### src/rtl/decode_pkg.sv
// decode_pkg: RV32I opcodes, ALU codes, select encodings and the control bundle shared by decode_pipe.
// No ports; imported by decode_imm_gen and decode_pipe.
package decode_pkg;
    localparam logic [6:0] R_TYPE = 7'b0110011;
    localparam logic [6:0] I_TYPE = 7'b0010011;
    localparam logic [6:0] LOAD   = 7'b0000011;
    localparam logic [6:0] STORE  = 7'b0100011;
    localparam logic [6:0] BRANCH = 7'b1100011;
    localparam logic [6:0] JAL    = 7'b1101111;
    localparam logic [6:0] JALR   = 7'b1100111;
    localparam logic [6:0] AUIPC  = 7'b0010111;
    localparam logic [6:0] LUI    = 7'b0110111;
    localparam logic [5:0] ALU_ADD = 6'b000000;
    localparam logic [5:0] ALU_SRA = 6'b010101;
    localparam logic [2:0] ALU_BASE = 3'b000;
    localparam logic [2:0] ALU_ALT  = 3'b010;
    localparam logic [2:0] ALU_BR   = 3'b011;
    typedef enum logic [1:0] {OPA_RS1 = 2'b00, OPA_PC = 2'b01, OPA_ZERO = 2'b10} opa_e;
    typedef enum logic [1:0] {WB_ALU = 2'b00, WB_MEM = 2'b01, WB_PC4 = 2'b10} wb_e;
    typedef struct packed {
        logic        wen;
        logic        mem_wen;
        logic        branch_op;
        logic        jal_op;
        logic        jalr_op;
        logic        illegal;
        opa_e        op_a_sel;
        logic        op_b_sel;
        logic [5:0]  alu_control;
        wb_e         wb_sel;
        logic [4:0]  rs1;
        logic [4:0]  rs2;
        logic [4:0]  rd;
        logic [31:0] imm32;
    } ctrl_t;
    function automatic ctrl_t decode(input logic [31:0] instr, input logic [31:0] imm);
        ctrl_t c;
        logic [2:0] f3;
        logic alt;
        f3 = instr[14:12];
        alt = instr[31:25] == 7'b0100000;
        c = '0;
        c.rs1 = instr[19:15];
        c.rs2 = instr[24:20];
        c.rd = instr[11:7];
        c.imm32 = imm;
        case (instr[6:0])
            R_TYPE: begin c.wen = 1'b1; c.op_b_sel = 1'b1; c.alu_control = {alt ? ALU_ALT : ALU_BASE, f3}; end
            I_TYPE: begin c.wen = 1'b1; c.alu_control = (alt && f3 == 3'b101) ? ALU_SRA : {ALU_BASE, f3}; end
            LOAD:   begin c.wen = 1'b1; c.wb_sel = WB_MEM; c.alu_control = ALU_ADD; end
            STORE:  c.mem_wen = 1'b1;
            BRANCH: begin c.branch_op = 1'b1; c.op_b_sel = 1'b1; c.alu_control = {ALU_BR, f3}; end
            JAL:    begin c.wen = 1'b1; c.jal_op = 1'b1; c.wb_sel = WB_PC4; end
            JALR:   begin c.wen = 1'b1; c.jalr_op = 1'b1; c.wb_sel = WB_PC4; c.alu_control = ALU_ADD; end
            LUI:    begin c.wen = 1'b1; c.op_a_sel = OPA_ZERO; end
            AUIPC:  begin c.wen = 1'b1; c.op_a_sel = OPA_PC; end
            default: c.illegal = 1'b1;
        endcase
        // x0 is hardwired zero, so a write to it is never requested
        c.wen = c.wen && (c.rd != 5'd0);
        return c;
    endfunction
endpackage

### src/rtl/decode_pipe_if.sv
// decode_pipe_if: fetch-side and execute-side handshake plus decoded bundle of the decode stage.
// slave: decoder view (takes fetch inputs, drives execute outputs); master: the surrounding pipeline's view.
interface decode_pipe_if #(parameter int ADDRESS_BITS = 16);
    logic                    in_valid;
    logic                    in_ready;
    logic [ADDRESS_BITS-1:0] pc;
    logic [31:0]             instruction;
    logic                    flush;
    logic                    out_valid;
    logic                    out_ready;
    logic [ADDRESS_BITS-1:0] out_pc;
    logic [4:0]              read_sel1;
    logic [4:0]              read_sel2;
    logic [4:0]              write_sel;
    logic                    wen;
    logic                    mem_wen;
    logic                    branch_op;
    logic                    jal_op;
    logic                    jalr_op;
    logic                    illegal;
    logic [31:0]             imm32;
    logic [1:0]              op_a_sel;
    logic                    op_b_sel;
    logic [5:0]              alu_control;
    logic [1:0]              wb_sel;
    logic [ADDRESS_BITS-1:0] target_pc;
    modport slave (
        input  in_valid, pc, instruction, flush, out_ready,
        output in_ready, out_valid, out_pc, read_sel1, read_sel2, write_sel, wen, mem_wen,
               branch_op, jal_op, jalr_op, illegal, imm32, op_a_sel, op_b_sel, alu_control,
               wb_sel, target_pc
    );
    modport master (
        output in_valid, pc, instruction, flush, out_ready,
        input  in_ready, out_valid, out_pc, read_sel1, read_sel2, write_sel, wen, mem_wen,
               branch_op, jal_op, jalr_op, illegal, imm32, op_a_sel, op_b_sel, alu_control,
               wb_sel, target_pc
    );
endinterface

### src/rtl/decode_imm_gen.sv
// decode_imm_gen: combinational RV32I immediate builder (I/S/B/U/J chosen by opcode, 0 otherwise).
// i_instr: raw instruction; o_imm32: sign-extended immediate.
module decode_imm_gen
    import decode_pkg::*;
(
    input  logic [31:0] i_instr,
    output logic [31:0] o_imm32
);
    logic [6:0] w_op;
    assign w_op = i_instr[6:0];
    always_comb
        o_imm32 = (w_op == I_TYPE || w_op == LOAD || w_op == JALR) ? {{20{i_instr[31]}}, i_instr[31:20]} :
                  (w_op == STORE) ? {{20{i_instr[31]}}, i_instr[31:25], i_instr[11:7]} :
                  (w_op == BRANCH) ? {{19{i_instr[31]}}, i_instr[31], i_instr[7], i_instr[30:25], i_instr[11:8], 1'b0} :
                  (w_op == LUI || w_op == AUIPC) ? {i_instr[31:12], 12'd0} :
                  (w_op == JAL) ? {{11{i_instr[31]}}, i_instr[31], i_instr[19:12], i_instr[20], i_instr[30:21], 1'b0} :
                  32'd0;
endmodule

### src/rtl/decode_pipe.sv
// decode_pipe: registered, handshaked RV32I decode stage with one output register slice.
// Ports: clk, rst (async active-high), bus (decode_pipe_if.slave: fetch in, execute out, flush).
// Optional macro DECODE_PIPE_LOAD_INTERLOCK_EN adds a one-entry load-use scoreboard that
// inserts a single bubble; without it stall is tied low.
module decode_pipe
    import decode_pkg::*;
#(
    parameter int ADDRESS_BITS   = 16,
    parameter bit ILLEGAL_AS_NOP = 1'b1
) (
    input logic          clk,
    input logic          rst,
    decode_pipe_if.slave bus
);
    logic [31:0]             w_imm;
    ctrl_t                   w_dec;
    ctrl_t                   r_ctrl;
    logic                    w_adv;
    logic                    w_accept;
    logic                    w_issue;
    logic                    w_stall;
    logic                    r_valid;
    logic [ADDRESS_BITS-1:0] r_pc;
    logic [ADDRESS_BITS-1:0] r_target;
    decode_imm_gen u_imm (.i_instr(bus.instruction), .o_imm32(w_imm));
    always_comb w_dec = decode(bus.instruction, w_imm);
    // the slot can take a new entry when empty or when execute consumes it this cycle
    assign w_adv    = !r_valid || bus.out_ready;
    assign bus.in_ready = w_adv && !w_stall && !bus.flush;
    assign w_accept = bus.in_valid && bus.in_ready;
    // accepted illegal instructions vanish unless they are to flow on as NOPs
    assign w_issue  = w_accept && (ILLEGAL_AS_NOP || !w_dec.illegal);
`ifdef DECODE_PIPE_LOAD_INTERLOCK_EN
    logic       r_sb_valid;
    logic [4:0] r_sb_rd;
    logic       w_uses_rs2;
    assign w_uses_rs2 = bus.instruction[6:0] == R_TYPE || bus.instruction[6:0] == STORE ||
                        bus.instruction[6:0] == BRANCH;
    assign w_stall = r_sb_valid && bus.in_valid &&
                     (w_dec.rs1 == r_sb_rd || (w_uses_rs2 && w_dec.rs2 == r_sb_rd));
    // the entry lives only while the load sits in the output slot; once the slot advances
    // (bubble or any other issue) the load is a full cycle ahead and the hazard is gone
    always_ff @(posedge clk or posedge rst) begin
        if (rst) begin
            r_sb_valid <= 1'b0;
            r_sb_rd <= 5'd0;
        end else if (bus.flush) begin
            r_sb_valid <= 1'b0;
        end else if (w_adv) begin
            r_sb_valid <= w_issue && bus.instruction[6:0] == LOAD && w_dec.rd != 5'd0;
            r_sb_rd <= w_dec.rd;
        end
    end
`else
    assign w_stall = 1'b0;
`endif
    always_ff @(posedge clk or posedge rst) begin
        if (rst) begin
            r_valid <= 1'b0;
            r_ctrl <= '0;
            r_pc <= '0;
            r_target <= '0;
        end else if (bus.flush) begin
            r_valid <= 1'b0;
        end else if (w_adv) begin
            r_valid <= w_issue;
            if (w_issue) begin
                r_ctrl <= w_dec;
                r_pc <= bus.pc;
                r_target <= bus.pc + w_imm[ADDRESS_BITS-1:0];
            end
        end
    end
    assign bus.out_valid   = r_valid;
    assign bus.out_pc      = r_pc;
    assign bus.target_pc   = r_target;
    assign bus.read_sel1   = r_ctrl.rs1;
    assign bus.read_sel2   = r_ctrl.rs2;
    assign bus.write_sel   = r_ctrl.rd;
    assign bus.wen         = r_ctrl.wen;
    assign bus.mem_wen     = r_ctrl.mem_wen;
    assign bus.branch_op   = r_ctrl.branch_op;
    assign bus.jal_op      = r_ctrl.jal_op;
    assign bus.jalr_op     = r_ctrl.jalr_op;
    assign bus.illegal     = r_ctrl.illegal;
    assign bus.imm32       = r_ctrl.imm32;
    assign bus.op_a_sel    = r_ctrl.op_a_sel;
    assign bus.op_b_sel    = r_ctrl.op_b_sel;
    assign bus.alu_control = r_ctrl.alu_control;
    assign bus.wb_sel      = r_ctrl.wb_sel;
endmodule

### src/flat_wrapper.sv
// flat-port wrapper written by rule: the top's interface ports become plain ports
module decode_pipe_flat import decode_pkg::*;
#(
    parameter int ADDRESS_BITS   = 16,
    parameter bit ILLEGAL_AS_NOP = 1'b1
)
  (clk, rst, bus_in_valid, bus_pc, bus_instruction, bus_flush, bus_out_ready, bus_in_ready, bus_out_valid, bus_out_pc, bus_read_sel1, bus_read_sel2, bus_write_sel, bus_wen, bus_mem_wen, bus_branch_op, bus_jal_op, bus_jalr_op, bus_illegal, bus_imm32, bus_op_a_sel, bus_op_b_sel, bus_alu_control, bus_wb_sel, bus_target_pc);
  decode_pipe_if #(.ADDRESS_BITS(ADDRESS_BITS)) bus_i ();
  input logic clk;
  input logic rst;
  input wire logic [$bits(bus_i.in_valid)-1:0] bus_in_valid;
  input wire logic [$bits(bus_i.pc)-1:0] bus_pc;
  input wire logic [$bits(bus_i.instruction)-1:0] bus_instruction;
  input wire logic [$bits(bus_i.flush)-1:0] bus_flush;
  input wire logic [$bits(bus_i.out_ready)-1:0] bus_out_ready;
  output wire logic [$bits(bus_i.in_ready)-1:0] bus_in_ready;
  output wire logic [$bits(bus_i.out_valid)-1:0] bus_out_valid;
  output wire logic [$bits(bus_i.out_pc)-1:0] bus_out_pc;
  output wire logic [$bits(bus_i.read_sel1)-1:0] bus_read_sel1;
  output wire logic [$bits(bus_i.read_sel2)-1:0] bus_read_sel2;
  output wire logic [$bits(bus_i.write_sel)-1:0] bus_write_sel;
  output wire logic [$bits(bus_i.wen)-1:0] bus_wen;
  output wire logic [$bits(bus_i.mem_wen)-1:0] bus_mem_wen;
  output wire logic [$bits(bus_i.branch_op)-1:0] bus_branch_op;
  output wire logic [$bits(bus_i.jal_op)-1:0] bus_jal_op;
  output wire logic [$bits(bus_i.jalr_op)-1:0] bus_jalr_op;
  output wire logic [$bits(bus_i.illegal)-1:0] bus_illegal;
  output wire logic [$bits(bus_i.imm32)-1:0] bus_imm32;
  output wire logic [$bits(bus_i.op_a_sel)-1:0] bus_op_a_sel;
  output wire logic [$bits(bus_i.op_b_sel)-1:0] bus_op_b_sel;
  output wire logic [$bits(bus_i.alu_control)-1:0] bus_alu_control;
  output wire logic [$bits(bus_i.wb_sel)-1:0] bus_wb_sel;
  output wire logic [$bits(bus_i.target_pc)-1:0] bus_target_pc;
  assign bus_i.in_valid = bus_in_valid;
  assign bus_i.pc = bus_pc;
  assign bus_i.instruction = bus_instruction;
  assign bus_i.flush = bus_flush;
  assign bus_i.out_ready = bus_out_ready;
  assign bus_in_ready = bus_i.in_ready;
  assign bus_out_valid = bus_i.out_valid;
  assign bus_out_pc = bus_i.out_pc;
  assign bus_read_sel1 = bus_i.read_sel1;
  assign bus_read_sel2 = bus_i.read_sel2;
  assign bus_write_sel = bus_i.write_sel;
  assign bus_wen = bus_i.wen;
  assign bus_mem_wen = bus_i.mem_wen;
  assign bus_branch_op = bus_i.branch_op;
  assign bus_jal_op = bus_i.jal_op;
  assign bus_jalr_op = bus_i.jalr_op;
  assign bus_illegal = bus_i.illegal;
  assign bus_imm32 = bus_i.imm32;
  assign bus_op_a_sel = bus_i.op_a_sel;
  assign bus_op_b_sel = bus_i.op_b_sel;
  assign bus_alu_control = bus_i.alu_control;
  assign bus_wb_sel = bus_i.wb_sel;
  assign bus_target_pc = bus_i.target_pc;
  decode_pipe #(.ADDRESS_BITS(ADDRESS_BITS), .ILLEGAL_AS_NOP(ILLEGAL_AS_NOP)) u_core (.clk(clk), .rst(rst), .bus(bus_i));
endmodule
### config.mk
export PLATFORM = sky130hd
export DESIGN_NAME = decode_pipe_flat
export DESIGN_NICKNAME = d
export VERILOG_FILES = /design/src/rtl/decode_pkg.sv /design/src/rtl/decode_pipe_if.sv /design/src/rtl/decode_imm_gen.sv /design/src/rtl/decode_pipe.sv /design/src/flat_wrapper.sv
export SDC_FILE = /design/constraint.sdc
export NUM_CORES = 1
export LEC_CHECK = 0
export BUFFER_PORTS_ARGS = -buffer_cell sky130_fd_sc_hd__buf_2
export CORE_AREA = 10 10 105 107
export DETAILED_ROUTE_END_ITERATION = 6
export DIE_AREA = 0 0 115 117
export PLACE_DENSITY_LB_ADDON = 0.08
export SYNTH_ARGS = -nofsm -noshare
export SYNTH_HDL_FRONTEND = slang
export SYNTH_SLANG_ARGS = --single-unit
### constraint.sdc
create_clock -name clk -period 4.48 [get_ports clk]
set_clock_uncertainty 0.2 [all_clocks]
set_input_delay 0 -clock clk [delete_from_list [all_inputs] [get_ports clk]]
set_output_delay 0 -clock clk [all_outputs]
set_load 0.05 [all_outputs]
==> impl_metrics.tcl, run 1 <==
set metrics [dict create \
    synth_common_cells "nand2_1 (194), dfrtp_1 (95), o21ai_0 (31)" \
    fin_crit_ns 3.68 \
    cp_slowest_stage_delay_ns 0.54 \
    cts_inserted_buffers 9 \
    yosysMostFrequentCell "nand2_1" \
    drc 0 \
    layout.nets 816 \
    crit_required_ns 4.52 \
    yosys.area.top_type "dfrtp_1" \
    finalSetupViolations 0 \
    grt_overflow 0 \
    antenna_found_initial 0 \
    rsz0062_at_grt "false" \
    wl_per_cell_um 18.4 \
    root_buffer "clkbuf_8" \
    grt_start_max_net_pins 83 \
    clkLatencyLatePin_ns 0.36 \
    core_area_mm2 0.00902 \
    synth_top_family_by_area "simple AND/OR/NAND/NOR gates" \
    synth_compound_area_share_pct 14.4 \
    die_w_um 115 \
    die_h_um 117 \
    timing.final.crit_share_pct 82.2 \
    final_antenna_net_count 0 \
    synth-seq-cells 95 \
    ys_seq_area_share_pct 49.7 \
    syn_avg_cell_area_um2 8.66 \
    clock.fmax_mhz 272 \
    place.gp.congestion 0.917 \
    hold_path.class "in2async" \
    whs_ns 0.00953 \
    synth-async-reset-ratio_pct 100 \
    power.leakage_nw 3.38 \
    path_delay_family "simple AND/OR/NAND/NOR gates" \
    num_antenna_cells 0 \
    hpwl_um 11500 \
    worst-slew-pin-transition_ns 0.958 \
    cp_data_arrival_time_ns 3.73 \
    critPathSlowestCell "dlygate4sd3_1" \
    slew_headroom_pct 36.1 \
    status "complete, no violations" \
    initial_core_util_pct 53.0 \
    endpoint_kind "flip-flop" \
    via_count 4649 \
    port_buffers 149 \
    synth_edf_count 0 \
    synth_cells 552 \
    netlist_area_mm2 0.00478 \
    grt_pass1_vias 4831 \
    synth_warnings 0 \
    pin_count 151 \
    grt_util_all_layers_pct 23.9 \
    cp-start-kind "primary input" \
    grt_pass1_wl_um 25700 \
    routed_via_density 5.39 \
    synth.top_cells.by_area "dfrtp_1 (50%), nand2_1 (15%), ha_1 (3.9%)" \
    ir_drop_uv 195 \
    path_cells "dlygate4sd3_1 > buf_2 > nor4bb_1 > buf_4 > nand2_1 > nor2_1 > a22o_1 > ha_1 > inv_1 > fa_1 > nand2b_1 > a21o_1 > a2111oi_0 > nor3_1 > nand2b_1 > a21oi_1 > o21ai_1" \
    h-tree-depth 3 \
    ys.flop_type "dfrtp_1" \
    die-area_mm2 0.0135 \
    ys_types 58 \
    slew_viol_final 0 \
    clock_path_buffers 2 \
    rows 35 \
    cpMostUsedCell "nand2b_1" \
    cts_tree "done" \
    cts.sinks 95 \
    final_hold_viol_count 0 \
    clkTransAtPathRegs_ns 0.10 \
    tns_ns 0 \
    drv_cap 0 \
    routed_wl_um 15900 \
    first_pass_iters 5 \
    syn_to_final_growth_pct 32.8 \
    synth_nets 621 \
    power_density_mw_per_mm2 353 \
    synth.top_cell.area_share_pct 49.7 \
    synthMuxAreaShare_pct 0.942 \
    synth-adder-area-share_pct 4.34 \
    synthXorXnorAreaFrac_pct 1.99 \
    drive_above_1_share_pct 24.8 \
    crit_fanout 9 \
    critPathBufInv 4 \
    setup.worst_path.class "in2reg" \
    drt_iter0_drc 425 \
    synthSimpleGateAreaFrac_pct 24.7 \
]
[tightest hold or removal path: stages]
cell           delay, ns
dlygate4sd3_1       0.53
buf_2               0.13
inv_4               0.38
[metal layers]
layer,vias to the layer above,routed length (µm),global-route usage (%)
met5,-,0,0
li1,2228,-,-
met1,2241,6610,30.1
met3,16,1460,6.83
met4,0,198,5.94
met2,164,7620,39.5
[power breakdown]
part	internal [mW]	total [mW]	leakage, nW	switching [mW]
Sequential	0.944	0.995	1.22	0.0505
Clock	0.207	0.528	0.0831	0.321
Combinational	0.184	0.718	2.07	0.534
Total	1.33	2.24	3.38	0.905
[sequential cells by signal, indices dropped and copies added (netlist names), 2 cells and up]
signal                  cells
u_core.bus.imm32           32
u_core.bus.out_pc          16
u_core.bus.target_pc       16
u_core.bus.alu_control      5
u_core.bus.read_sel1        5
u_core.bus.read_sel2        5
u_core.bus.write_sel        5
u_core.bus.op_a_sel         2
u_core.bus.wb_sel           2
[layout make-up]
type                            count  area, µm²
Clock buffer                        9        124
Clock inverter                      6       50.0
Fill cell                         719       2670
Inverter                           13       51.3
Multi-Input combinational cell    414       2230
Sequential cell                    95       2380
Tap cell                          111        139
Timing Repair Buffer              214       1380
[timing repair]
action,CTS,global route
resized for setup,0,0
hold buffers,59,0
setup endpoints to repair,0,0
buffers inserted,0,0
hold endpoints to repair,125,0
[metrics by stage]
step,cell area [µm²],instances,setup slack (ns),utilization [%],power (mW)
6_report,6350,862,0.798,70.4,2.24
5_1_grt,6350,862,0.478,70.4,2.34
4_1_cts,6350,862,0.838,70.4,2.25
3_5_place_dp,5590,788,1.02,61.9,1.68
3_3_place_gp,5590,788,1.09,61.9,1.67
2_1_floorplan,4780,552,1.39,-,1.49
[final timing paths]
path | depth (start not counted) | to | startpoint | slack [ns]
setup / recovery | 17 | u_core.bus.target_pc[14] | bus_instruction[2] | 0.80
hold / removal | 3 | u_core.bus.wb_sel[1] | rst | 0.01
setup reg to reg | 7 | u_core.bus.out_pc[7] | u_core.bus.out_valid | 1.50
hold reg to reg | 2 | u_core.bus.read_sel2[4] | u_core.bus.read_sel2[4] | 0.28
max in group asynchronous | 4 | u_core.bus.imm32[20] | rst | 2.98
min in group clk | 5 | u_core.bus.op_b_sel | bus_instruction[1] | 0.03
[layout by cell type, fill, tap and decap left out, types with 3 or more instances in the layout]
master         Yosys  final
dfrtp_1           95     95
buf_4              3      6
nand3_1           13     13
buf_2              5    149
a22o_1             6      6
xnor2_1            3      3
a21oi_1           30     30
and3_1             6      6
nor2b_1            3      3
nor3_1             4      4
o21ai_1            4      4
xor2_1             6      6
inv_6              0      4
o211ai_1           3      3
and2_1             4      3
o21ai_0           31     31
mux2_2             4      4
a21o_1             6      6
nor2_1            30     30
nand2_1          194    193
dlygate4sd3_1      0     59
clkbuf_8           0      9
o21a_1             4      4
o31ai_1            4      4
nand2b_1           4      4
ha_1              15     15
inv_1             13     12
[kinds of logic after synthesis]
logic type / count (synthesis)
buf+inv: 43
mux: 4
simple gates: 275
flops: 95
xor+xnor: 10
fa+ha+maj: 16
compound gates: 108
other cells: 1
No activity file was read; power rests on OpenSTA's default activity.
==> run 2, diff against run 1 <==
Settings changed: ABC_AREA set to 1, CORE_AREA 10 10 105 107 to 10 10 114 116, DIE_AREA 0 0 115 117 to 0 0 124 126.
Clock period 4.48 ns to 3.1 ns, I/O delays scaled along.
==> run 2 against run 1 <==
Effect of this change: synthesized cell count increased by 9.1%; critical endpoint is now u_core.bus.target_pc[11]; clock power rose by 64%; flip-flop and latch count did not move; total power rose by 53%; cell count grew 9.7%; core utilization fell by 9.9 points; die area rose by 16%; largest power group unchanged; global-route usage shrank 3.4 points; register-to-register slack worse by 0.59 ns; non-clock buffer count fell by 4; worst setup slack got worse by 0.56 ns.
==> impl_metrics.tcl, run 2 <==
set metrics [dict create \
    grt_pass1_vias 4736 \
    placed_cells 875 \
    place.gp.congestion 0.915 \
    initial_core_util_pct 45.1 \
    synth.top_cells.by_area "dfrtp_1 (49%), nand2_1 (18%), o21ai_0 (4.9%)" \
    pin_count 151 \
    finalSetupViolations 0 \
    fin_crit_ns 2.86 \
    status "complete, no violations" \
    synth_edf_count 0 \
    clkTransAtPathRegs_ns 0.09 \
    worst-slew-pin-transition_ns 0.711 \
    path_delay_family "simple AND/OR/NAND/NOR gates" \
    cts_tree "done" \
    synth_cells 602 \
    netlist_area_mm2 0.00482 \
    final_common_cell "nand2_1" \
    slew_headroom_pct 52.6 \
    synth-adder-area-share_pct 4.31 \
    fin_util_pct 60.5 \
    first_pass_iters 5 \
    instances_no_fill 946 \
    via_count 4719 \
    ys_types 40 \
    antenna_found_initial 2 \
    synthSimpleGateAreaFrac_pct 26.5 \
    crit_fanout 5 \
    rsz0062_at_grt "false" \
    clock.fmax_mhz 349 \
    crit_required_ns 3.17 \
    hpwl_um 12100 \
    clock_path_buffers 2 \
    syn_avg_cell_area_um2 8.01 \
    largest_reg_flops 32 \
    synth_top_family_by_area "simple AND/OR/NAND/NOR gates" \
    whs_ns 0.0383 \
    path_cells "dlygate4sd3_1 > buf_2 > inv_1 > nand2_1 > nor2_4 > nand2_1 > nand3_4 > o22ai_1 > a21oi_1 > ha_1 > or2_2 > and2_1 > nand3_1 > nand3_1 > or2_0 > nand3_1 > nand2_1" \
    synthXorXnorAreaFrac_pct 1.27 \
    power.leakage_nw 3.64 \
    slew_viol_final 0 \
    syn_to_final_growth_pct 34.1 \
    ir_drop_uv 299 \
    setup.worst_path.class "in2reg" \
    cts_setup_buffers 0 \
    synth_nets 671 \
    root_buffer "clkbuf_8" \
    drc 0 \
    clkLatencyLatePin_ns 0.37 \
    grt_start_max_net_pins 59 \
    synthMuxAreaShare_pct 0.208 \
    drive_above_1_share_pct 24.1 \
    hold_path.class "in2reg" \
    power.total_mw 3.42 \
    layout.nets 868 \
    final_cell_mix "nand2_1 (231), buf_2 (149), dfrtp_1 (95)" \
    drt_iter0_drc 382 \
    cp_data_arrival_time_ns 2.93 \
    power_density_mw_per_mm2 529 \
    final_hold_viol_count 0 \
    die_h_um 126 \
    grt_pass1_wl_um 25400 \
    cts.sinks 95 \
    synth_compound_area_share_pct 11.3 \
    h-tree-depth 3 \
    final_antenna_net_count 0 \
    endpoint_kind "flip-flop" \
    cp-start-kind "primary input" \
    yosys.area.top_type "dfrtp_1" \
    yosysMostFrequentCell "nand2_1" \
    synth-async-reset-ratio_pct 100 \
    port_buffers 149 \
    synth.top_cell.area_share_pct 49.3 \
    grt_overflow 0 \
    cts_inserted_buffers 9 \
    critPathBufInv 3 \
    wl_per_cell_um 17.1 \
    die-area_mm2 0.0156 \
    drv_cap 0 \
    synth_warnings 0 \
    cp_slowest_stage_delay_ns 0.54 \
    routed_via_density 4.99 \
    rows 38 \
    die_w_um 124 \
    critPathSlowestCell "dlygate4sd3_1" \
    ys.flop_type "dfrtp_1" \
    timing.final.crit_share_pct 92.4 \
    routed_wl_um 16200 \
    tns_ns 0 \
    synth_common_cells "nand2_1 (232), dfrtp_1 (95), inv_1 (54)" \
    grt_util_all_layers_pct 20.5 \
    ys_seq_area_share_pct 49.3 \
    synth-seq-cells 95 \
    core_area_mm2 0.0107 \
]
run 2: worst min-delay path, cell delays in order:
cell	delay (ns)
buf_2	0.12
nand2_4	0.06
buf_4	0.25
nand2_1	0.10
nand2_1	0.05
run 2: area by class of cell:
| class | instances | area (µm²) |
|---|---|---|
| Antenna cell | 2 | 5.00 |
| Clock buffer | 10 | 138 |
| Clock inverter | 6 | 68.8 |
| Fill cell | 1006 | 4230 |
| Inverter | 58 | 220 |
| Multi-Input combinational cell | 425 | 2130 |
| Sequential cell | 95 | 2380 |
| Tap cell | 140 | 175 |
| Timing Repair Buffer | 210 | 1350 |
run 2: timing repair:
item	in CTS	in global routing
endpoints found under the setup margin	0	7
resized for setup	0	6
hold buffers	53	0
endpoints found under the hold margin	139	0
run 2: cell families (layout without fill, tap and decap cells):
kind of cell / Yosys count / after routing
xor+xnor: 7 / 7
fa+ha+maj: 16 / 16
simple gates: 305 / 305
mux: 1 / 1
other cells: 1 / 3
compound gates: 95 / 95
flops: 95 / 95
buf+inv: 82 / 284
run 2: path summary, 6_finish.rpt:
path,depth (start not counted),slack [ns],startpoint,end
hold reg to reg,2,0.28,u_core.bus.target_pc[10],u_core.bus.target_pc[10]
setup reg to reg,5,0.91,u_core.bus.out_valid,u_core.bus.op_a_sel[1]
hold / removal,5,0.04,bus_in_valid,u_core.bus.op_b_sel
min in group asynchronous,3,0.07,rst,u_core.bus.target_pc[7]
setup / recovery,17,0.24,bus_instruction[4],u_core.bus.target_pc[11]
max in group asynchronous,4,1.86,rst,u_core.bus.imm32[11]
run 2: stage by stage:
| step | setup slack (ns) | area [µm²] |
|---|---|---|
| floorplan | 0.423 | 4820 |
| global placement | 0.314 | 5710 |
| detailed placement | 0.183 | 5710 |
| CTS | 0.0271 | 6440 |
| global route | 0.0467 | 6470 |
| finish | 0.235 | 6470 |
run 2: layer usage:
layer / up-vias / routed length [µm] / track usage [%]
met5: - / 0 / 0
met4: 0 / 329 / 7.25
met3: 26 / 1530 / 6.30
li1: 2322 / - / -
met2: 168 / 7170 / 30.7
met1: 2203 / 7190 / 27.3
run 2: where the power goes:
part | total [mW] | internal (mW) | switching (mW)
Clock | 0.867 | 0.398 | 0.469
Combinational | 1.10 | 0.274 | 0.826
Sequential | 1.45 | 1.38 | 0.0747
Total | 3.42 | 2.05 | 1.37
==> run 3, diff against run 2 <==
Settings changed: ABC_AREA 1 to 0, CORE_AREA 10 10 114 116 to 10 10 121 123, DIE_AREA 0 0 124 126 to 0 0 131 133.
==> run 3 against run 2 <==
Effect of this change: global-route usage is 2.3 points lower; sequential share of layout area is 1.4 points lower; first-iteration DRC count decreased by 10%; total power increased by 5.2%; clock power is 30% higher; flip-flop and latch count did not move; largest cell class unchanged; largest power group unchanged; highest routed layer unchanged.
==> impl_metrics.tcl, run 3 (synthesis gave the netlist of run 1 again) <==
set metrics [dict create \
    port_buffers 149 \
    worst-slew-pin-transition_ns 0.642 \
    timing.final.crit_share_pct 95.0 \
    antenna_found_initial 0 \
    clkLatencyLatePin_ns 0.34 \
    clock.fmax_mhz 340 \
    hold_path.class "in2reg" \
    cp_data_arrival_time_ns 2.97 \
    regArea_mm2 0.00238 \
    cts_tree "done" \
    finalInstanceArea_mm2 0.00672 \
    sw_frac_of_total_pct 36.1 \
    power_frac_clock_pct 31.5 \
    grt_pass1_vias 4697 \
    cp-start-kind "primary input" \
    multi_input_area_mm2 0.00225 \
    rsz0062_at_grt "true" \
    grt_start_max_net_pins 51 \
    clock_path_buffers 2 \
    status "complete, no violations" \
    initial_core_util_pct 38.7 \
    netSwitchingPower_mw 1.30 \
    drc 0 \
    root_buffer "clkbuf_16" \
    drive_above_1_share_pct 28.3 \
    p_int_mw 2.30 \
    crit_fanout 8 \
    grt_overflow 0 \
    routed_wl_um 15600 \
    drv_cap 0 \
    routed_via_density 4.90 \
    via_count 4616 \
    first_pass_iters 5 \
    drt_iter0_drc 342 \
    ir_drop_uv 263 \
    fin_crit_ns 2.94 \
    die-area_mm2 0.0174 \
    die_h_um 133 \
    grt_util_all_layers_pct 18.2 \
    placed_cells 877 \
    final_antenna_net_count 0 \
    final_cell_mix "nand2_1 (193), buf_2 (149), dfrtp_1 (95)" \
    hpwl_um 11700 \
    final_common_cell "nand2_1" \
    postPlaceCellArea_mm2 0.00588 \
    largest_reg_flops 32 \
    finalSetupViolations 0 \
    crit_required_ns 3.13 \
    grt_pass1_wl_um 25100 \
    cts_inserted_buffers 9 \
    rows 41 \
    whs_ns 0.0179 \
    instances_no_fill 943 \
    syn_to_final_growth_pct 40.4 \
    setup.worst_path.class "in2reg" \
    seq_power_share_pct 39.9 \
    core_area_mm2 0.0124 \
    fillers 1161 \
    layout.nets 836 \
    pwr-share-comb_pct 28.6 \
    clkTransAtPathRegs_ns 0.07 \
    place.gp.congestion 0.947 \
    die_w_um 131 \
    pin_count 151 \
    cts.sinks 95 \
    slew_viol_final 0 \
    power.leakage_nw 3.55 \
    final_hold_viol_count 0 \
    endpoint_kind "flip-flop" \
    h-tree-depth 3 \
    slew_headroom_pct 56.1 \
    num_antenna_cells 0 \
    power_density_mw_per_mm2 536 \
    wl_per_cell_um 16.5 \
]
[run 3: path summary, 6_finish.rpt]
check / depth (start not counted) / slack (ns) / endpoint / start
min reg2reg: 2 / 0.27 / u_core.bus.imm32[8] / u_core.bus.imm32[8]
max in group asynchronous: 4 / 1.95 / u_core.bus.read_sel1[1] / rst
max reg2reg: 6 / 0.83 / u_core.bus.imm32[27] / u_core.bus.out_valid
max: 14 / 0.16 / u_core.bus.target_pc[14] / bus_instruction[6]
min in group asynchronous: 3 / 0.08 / u_core.bus.read_sel2[3] / rst
min: 4 / 0.02 / u_core.bus.wen / bus_instruction[2]
[run 3: per-layer routing]
metal	GRT usage, %	up-vias	share of wire (%)
met2	29.1	145	47
met1	23.3	2187	44
met4	6.37	0	1.6
li1	-	2266	-
met5	0	-	0
met3	4.19	18	6.6
[run 3: layout make-up]
cell class	count	share of cell area [%]
flip-flops and latches	95	35.4
multi-input cells	414	33.5
repair buffers	234	22.7
clock buffers	12	3.82
well taps	172	3.20
inverters	13	0.764
clock inverters	3	0.634
[run 3: stage by stage]
| step | power (mW) | setup TNS (ns) | util (%) | worst slack (ns) |
|---|---|---|---|---|
| after floorplan | 2.15 | 0 | - | 0.00609 |
| after global placement | 2.44 | -0.311 | 47.6 | -0.0914 |
| after detailed placement | 2.45 | -0.600 | 47.6 | -0.131 |
| after CTS | 3.63 | 0 | 54.1 | 0.127 |
| after global routing | 3.76 | -0.0367 | 54.3 | -0.0367 |
| final | 3.60 | 0 | 54.3 | 0.156 |
[run 3: critical path, stage by stage]
cell	delay (ns)
buf_2	0.15
dlygate4sd3_1	0.60
nor2_2	0.13
a22o_1	0.19
ha_1	0.17
inv_1	0.05
fa_1	0.37
nand2b_1	0.17
a21o_1	0.20
a2111oi_2	0.39
nor3_2	0.13
nand2b_1	0.19
a21oi_1	0.15
o21ai_1	0.08
[run 3: timing repair]
item | 4_1_cts | 5_1_grt
setup buffers | 0 | 0
hold buffers | 51 | 0
gates resized for setup | 0 | 7
hold endpoints to repair | 127 | 0
setup endpoints to repair | 0 | 5
[run 3: power by group through the flow]
stage	Sequential [mW]	Clock, mW	Combinational [mW]
6_report	1.43	1.13	1.03
3_5_place_dp	1.46	0	0.989
4_1_cts	1.43	1.16	1.04
3_3_place_gp	1.45	0	0.984
5_1_grt	1.45	1.21	1.10
2_1_floorplan	1.90	0	0.243
